[src/rtl/pcs_tx_pkg.sv]
// Shared constants for the PCS transmit code-group sequencer:
// ordered-set select / code-group values and one-hot state encodings.
package pcs_tx_pkg;

  localparam logic [7:0] CG_I      = 8'hBC;  // K28.5, first code group of /I/
  localparam logic [7:0] CG_S      = 8'hFB;  // K27.7 start of packet
  localparam logic [7:0] CG_R      = 8'hF7;  // K23.7 carrier extend / alignment fill
  localparam logic [7:0] CG_T      = 8'hFD;  // K29.7 end of packet
  localparam logic [7:0] CG_D      = 8'hFF;  // select value meaning "send txd"
  localparam logic [7:0] CG_ERR    = 8'hFE;  // K30.7 error propagation
  localparam logic [7:0] CG_D16_2  = 8'h50;  // D16.2, second code group of /I/

  typedef enum logic [3:0] {
    ST_OFF    = 4'b0001,
    ST_LOAD   = 4'b0010,
    ST_IDLE_K = 4'b0100,
    ST_IDLE_D = 4'b1000
  } state_t;

endpackage

[src/rtl/pcs_tx_pkt_counter.sv]
// Wrapping packet counter with enable and synchronous active-low clear.
module pcs_tx_pkt_counter #(
  parameter int CNT_W = 8
) (
  input  logic             clk,
  input  logic             clear,
  input  logic             en,
  output logic [CNT_W-1:0] count
);

  // Clear wins over enable; the count wraps naturally at 2^CNT_W.
  always_ff @(posedge clk) begin
    if (!clear) begin
      count <= '0;
    end else if (en) begin
      count <= count + CNT_W'(1);
    end
  end

endmodule

[src/rtl/pcs_transmit_code_group.sv]
// Transmit code-group sequencer: turns ordered-set selections and GMII
// octets into one unencoded code group per clock, owns even/odd alignment
// and paces the ordered-set FSM through tx_oset_indicate.
//
// state   | meaning
// --------+-------------------------------------------------------------
// OFF     | PCS disabled; outputs zero, request first ordered set
// LOAD    | tx_oset_indicate high; sample tx_o_set/txd this edge
// IDLE_K  | misaligned /I/: R fill shown, K28.5 goes out next
// IDLE_D  | K28.5 shown, D16.2 goes out next, then back to LOAD
module pcs_transmit_code_group
  import pcs_tx_pkg::*;
#(
  parameter int         CNT_W  = 8,
  parameter logic [7:0] IDLE_D = CG_D16_2
) (
  input  logic             clk,
  input  logic             rst,
  input  logic             power_on,
  input  logic [7:0]       tx_o_set,
  input  logic [7:0]       txd,
  output logic [7:0]       tx_code_group,
  output logic             tx_k,
  output logic             tx_even,
  output logic             tx_oset_indicate,
  output logic [CNT_W-1:0] tx_pkt_count
);

  state_t     state;
  state_t     state_nxt;
  logic [7:0] cg_nxt;
  logic       k_nxt;
  logic       even_nxt;
  logic       ind_nxt;
  logic       cnt_en;

  // State and registered outputs; every output comes straight from a flop.
  always_ff @(posedge clk) begin
    if (!rst) begin
      state            <= ST_OFF;
      tx_code_group    <= '0;
      tx_k             <= 1'b0;
      tx_even          <= 1'b0;
      tx_oset_indicate <= 1'b0;
    end else begin
      state            <= state_nxt;
      tx_code_group    <= cg_nxt;
      tx_k             <= k_nxt;
      tx_even          <= even_nxt;
      tx_oset_indicate <= ind_nxt;
    end
  end

  // Next state; /I/ alignment is decided from the parity the K28.5 would get.
  always_comb begin
    state_nxt = ST_OFF;
    if (power_on) begin
      case (state)
        ST_OFF:    state_nxt = ST_LOAD;
        ST_LOAD: begin
          if (tx_o_set == CG_I) begin
            state_nxt = (!tx_even) ? ST_IDLE_D : ST_IDLE_K;
          end else begin
            state_nxt = ST_LOAD;
          end
        end
        ST_IDLE_K: state_nxt = ST_IDLE_D;
        ST_IDLE_D: state_nxt = ST_LOAD;
        default:   state_nxt = ST_OFF;
      endcase
    end
  end

  // Next output values; power_on low or an illegal state zeroes everything.
  always_comb begin
    cg_nxt   = '0;
    k_nxt    = 1'b0;
    even_nxt = 1'b0;
    ind_nxt  = 1'b0;
    if (power_on) begin
      case (state)
        ST_OFF: begin
          ind_nxt = 1'b1;
        end
        ST_LOAD: begin
          even_nxt = ~tx_even;
          case (tx_o_set)
            CG_S, CG_T, CG_R: begin
              cg_nxt  = tx_o_set;
              k_nxt   = 1'b1;
              ind_nxt = 1'b1;
            end
            CG_D: begin
              cg_nxt  = txd;
              ind_nxt = 1'b1;
            end
            CG_I: begin
              // An odd slot gets an R fill so K28.5 always lands even.
              cg_nxt = (!tx_even) ? CG_I : CG_R;
              k_nxt  = 1'b1;
            end
            default: begin
              cg_nxt  = CG_ERR;
              k_nxt   = 1'b1;
              ind_nxt = 1'b1;
            end
          endcase
        end
        ST_IDLE_K: begin
          even_nxt = ~tx_even;
          cg_nxt   = CG_I;
          k_nxt    = 1'b1;
        end
        ST_IDLE_D: begin
          even_nxt = ~tx_even;
          cg_nxt   = IDLE_D;
          ind_nxt  = 1'b1;
        end
        default: begin
          cg_nxt = '0;
        end
      endcase
    end
  end

  // Count /S/ only when it is actually consumed at a load edge.
  always_comb begin
    cnt_en = power_on && (state == ST_LOAD) && (tx_o_set == CG_S);
  end

  pcs_tx_pkt_counter #(
    .CNT_W (CNT_W)
  ) u_pkt_counter (
    .clk   (clk),
    .clear (rst),
    .en    (cnt_en),
    .count (tx_pkt_count)
  );

endmodule

[config.mk]
export PLATFORM = sky130hd
export DESIGN_NAME = pcs_transmit_code_group
export DESIGN_NICKNAME = d
export VERILOG_FILES = /design/src/rtl/pcs_tx_pkg.sv /design/src/rtl/pcs_tx_pkt_counter.sv /design/src/rtl/pcs_transmit_code_group.sv
export SDC_FILE = /design/constraint.sdc
export NUM_CORES = 1
export LEC_CHECK = 0
export ABC_AREA = 1
export BUFFER_PORTS_ARGS = -buffer_cell sky130_fd_sc_hd__buf_4
export CAP_MARGIN = 10
export CORE_UTILIZATION = 52
export DETAILED_ROUTE_END_ITERATION = 6
export PLACE_DENSITY = 0.79
export SYNTH_ARGS = -nofsm -noshare
export SYNTH_HDL_FRONTEND = slang
export SYNTH_SLANG_ARGS = --single-unit
[constraint.sdc]
create_clock -name clk -period 2.8 [get_ports clk]
set_input_delay 0.14 -clock clk [delete_from_list [all_inputs] [get_ports clk]]
set_output_delay 0.14 -clock clk [all_outputs]
set_load 0.01 [all_outputs]
==> run summary <==
The run finished with clean final reports. The run gives 0.704 nW as the leakage power. The tool flagged a number of max-cap violations equal to 0.

The register-to-register path setup slack is 1.26 ns, and the worst path arrival time is 1.74 ns. The run gives 1.26 ns as the final worst-path setup slack. Setup repair after global routing left no endpoint under its margin.

In this run the horizontal extent of the chip is 48.2 um. In this run the critical register-to-register path is captured at u_pkt_counter.count[5]$_SDFFE_PN0P_. Timing would allow up to 649 MHz. The worst setup path is launched from a register.

Relative to the synthesized area, the layout overhead comes to 29.7%. Clock latency on the worst-skew pair, taken at its later pin, is 0.30 ns. The run gives 22.9% as the overall track demand over capacity in global routing. The tree is rooted in a sky130_fd_sc_hd__clkbuf_4. At the placement stage, the worst setup path has a slack of 1.28 ns. Port buffering added 37 buffers. Averaged over all synthesized cells, the footprint is 6.90 um2. After detailed routing, the average wire length per cell comes to 10.6 um. For this run, the detailed router's first-pass iteration total came to 4. The number of buffers inserted during clock tree synthesis is 3. Commonest non-fill, non-tap cell in the layout: sky130_fd_sc_hd__nand2_1.

The net count of the finished layout was 222. The die covers 0.00233 mm2. The height of the die is 48.2 um. Total number of placement rows: 16. For this run, the register share of the synthesized area comes to 41.4%.

The final worst clock skew was 0.00239 ns; the proportion of layout cells with a drive suffix above 1 was 22.4%. Summing over every cut layer, the via total after detailed routing is 1123. After legalization and detailed placement, the total HPWL measured 1980 um. The launch instance of the worst min-delay path is txd[7]. The initial core utilization came out at 56.1%.

The critical path capture point type was a register. The logs give 0 for the final number of hold-violating endpoints and 38 for the top-level I/O count. The worst hold endpoint is tx_code_group[7]$_SDFF_PN0_.

VDD sags by at most 0.303 mV. In this run the worst hold path is classified as in -> reg. The run gives 181 as the number of nets produced by synthesis. The number of clock sinks came out at 23. Along the worst hold path, the cell count comes to 3.

After global routing the overflow that remains totals 0. Dividing the final minimum period by the clock period gives 55.0%. The transition time at the pin with the least slew margin was 0.523 ns; the flop and latch count out of synthesis was 23. The tools report the post-synthesis instance area as 0.00111 mm2.

The number of antenna diodes in the final layout is 0. In the routed design, unresolved DRC markers number 0. In the routed layout, each cell is associated on average with a via count of 4.93. For the final routed database, the setup TNS stands at 0 ns. The number of cells on the worst reg-to-reg path is 8.

The weighted congestion at the end of routability-driven global placement was 0.831; the count of warnings emitted by yosys was 0. The library cells used most frequently in the layout, excluding fill and tap cells, are sky130_fd_sc_hd__nand2_1 (39), sky130_fd_sc_hd__buf_4 (37), sky130_fd_sc_hd__inv_1 (26), sky130_fd_sc_hd__dfxtp_1 (23), sky130_fd_sc_hd__nor2_1 (20). The required arrival time at the worst endpoint came out at 3.00 ns. Of all nets on the critical path, the largest fanout is 11. The max-slew violation count is 0. Power spread over the standard cell area amounts to 371 mW/mm2.

The count of unique library cells instantiated by Yosys was 22. The standard cell core area is 0.00198 mm2. The time the final worst path needs with I/O delays and setup was 1.54 ns; the via count of the first global-routing pass was 955. The worst pin sits at a relative slew slack of 64.9%.

Once placement finished, the instance area stood at 0.00142 mm2. The cell count after synthesis came out at 161. TritonCTS built the clock tree. For the count of nets left with antenna violations after detail routing, the log shows 0. After clock tree synthesis, the flow added hold-fix buffers numbering 0. Reg-to-reg critical path startpoint: state[3]$_SDFF_PN0_. With fillers left out, the area of the finished cells amounts to 0.00144 mm2. After clock tree synthesis, the clock-pin slew on the worst setup and hold paths is 0.12 ns.

The setup fix buffers added after clock tree synthesis was 0; the count of instances resized after the clock tree is built was 0. The first global-routing pass estimated 3680 um of wire. Number of setup violations in the final report: 0. The number of design-rule violations left by the first detailed-router iteration was 27; the detailed-route wire length was 2430 um.

The number of antenna violations at the first check in global routing came out at 0. The longest clock path from root to sink contains 2 buffers. Type of the worst setup path: reg -> reg. The run gives 13 as the maximum number of pins on one net before global-route repair. For the H-tree depth, the log shows 1.
==> synthesized netlist by cell type (all sizes together) <==
cell	number	area [um2]
nor2	22	87.6
nand3	10	50.1
a21oi	12	60.1
o21bai	1	7.51
inv	26	97.6
o211ai	1	7.51
nand2	39	146
nor3b	1	12.5
o21ai	3	15.0
o22ai	3	18.8
buf	1	7.51
dfxtp	23	460
nor4	1	6.26
a21boi	1	7.51
nand4	2	12.5
xor2	5	43.8
o31ai	1	7.51
ha	1	12.5
nor3	8	50.1
==> registers in the layout, indices dropped and copies added, names as in the netlist <==
signal / count
state: 4
tx_code_group: 8
tx_even: 1
tx_k: 1
tx_oset_indicate: 1
u_pkt_counter.count: 8
==> power breakdown <==
part	internal, mW	switching (mW)	leakage, nW	total (mW)
sequential	0.331	0.00194	0.186	0.333
combinational	0.0263	0.0259	0.503	0.0522
clock	0.0555	0.0932	0.0150	0.149
total	0.413	0.121	0.704	0.534
==> critical path: stages, from the launching register on <==
cell and delay [ns]:
sky130_fd_sc_hd__dfxtp_1 0.35, sky130_fd_sc_hd__nor2_1 0.09, sky130_fd_sc_hd__inv_1 0.07, sky130_fd_sc_hd__nor3_2 0.18, sky130_fd_sc_hd__nand2_1 0.09, sky130_fd_sc_hd__nor2_2 0.32, sky130_fd_sc_hd__inv_1 0.19, sky130_fd_sc_hd__nand2_1 0.10
sky130_fd_sc_hd__a21oi_1 0.06
==> stage by stage <==
step / std cells / total power [mW] / hold WS (ns) / util (%)
after global routing: 228 / 0.556 / 0.0621 / 72.7
after floorplan: 161 / 0.363 / 0.261 / -
after CTS: 228 / 0.539 / 0.0579 / 72.7
after detailed placement: 224 / 0.393 / 0.379 / 71.4
final: 228 / 0.534 / 0.0622 / 72.7
after global placement: 224 / 0.391 / 0.373 / 71.4
==> how the worst max path moves through the flow <==
stage	endpoint	from	slack (ns)	depth (start not counted)
2_1_floorplan	u_pkt_counter.count[0]$_SDFFE_PN0P_	state[3]$_SDFF_PN0_	1.59	8
3_3_place_gp	u_pkt_counter.count[5]$_SDFFE_PN0P_	state[3]$_SDFF_PN0_	1.35	8
3_5_place_dp	u_pkt_counter.count[5]$_SDFFE_PN0P_	state[3]$_SDFF_PN0_	1.28	8
4_1_cts	u_pkt_counter.count[5]$_SDFFE_PN0P_	state[3]$_SDFF_PN0_	1.28	8
5_1_grt	u_pkt_counter.count[2]$_SDFFE_PN0P_	state[3]$_SDFF_PN0_	1.09	8
6_report	u_pkt_counter.count[5]$_SDFFE_PN0P_	state[3]$_SDFF_PN0_	1.26	8
==> routing by layer <==
| metal | vias up | wire [um] | global-route usage (%) |
|---|---|---|---|
| li1 | 593 | - | - |
| met1 | 492 | 1130 | 27.7 |
| met2 | 34 | 1170 | 39.5 |
| met3 | 4 | 95 | 2.22 |
| met4 | 0 | 36 | 12.8 |
| met5 | - | 0 | 0 |
==> layout make-up <==
type,count,area (um2)
Sequential cell,23,460
Timing Repair Buffer,37,278
Inverter,26,97.6
Tap cell,27,33.8
Clock buffer,4,26.3
Multi-Input combinational cell,111,546
Fill cell,177,541
==> kinds of logic (layout without fill, tap and decap cells) <==
| kind of cell | Yosys count | in the layout | share of synthesized area [%] |
|---|---|---|---|
| fa+ha+maj | 1 | 1 | 1.13 |
| compound gates | 22 | 22 | 11.1 |
| simple gates | 83 | 83 | 32.9 |
| flops | 23 | 23 | 41.4 |
| xor+xnor | 5 | 5 | 3.94 |
| buf+inv | 27 | 67 | 9.46 |
(Power assumes the default switching activity.)
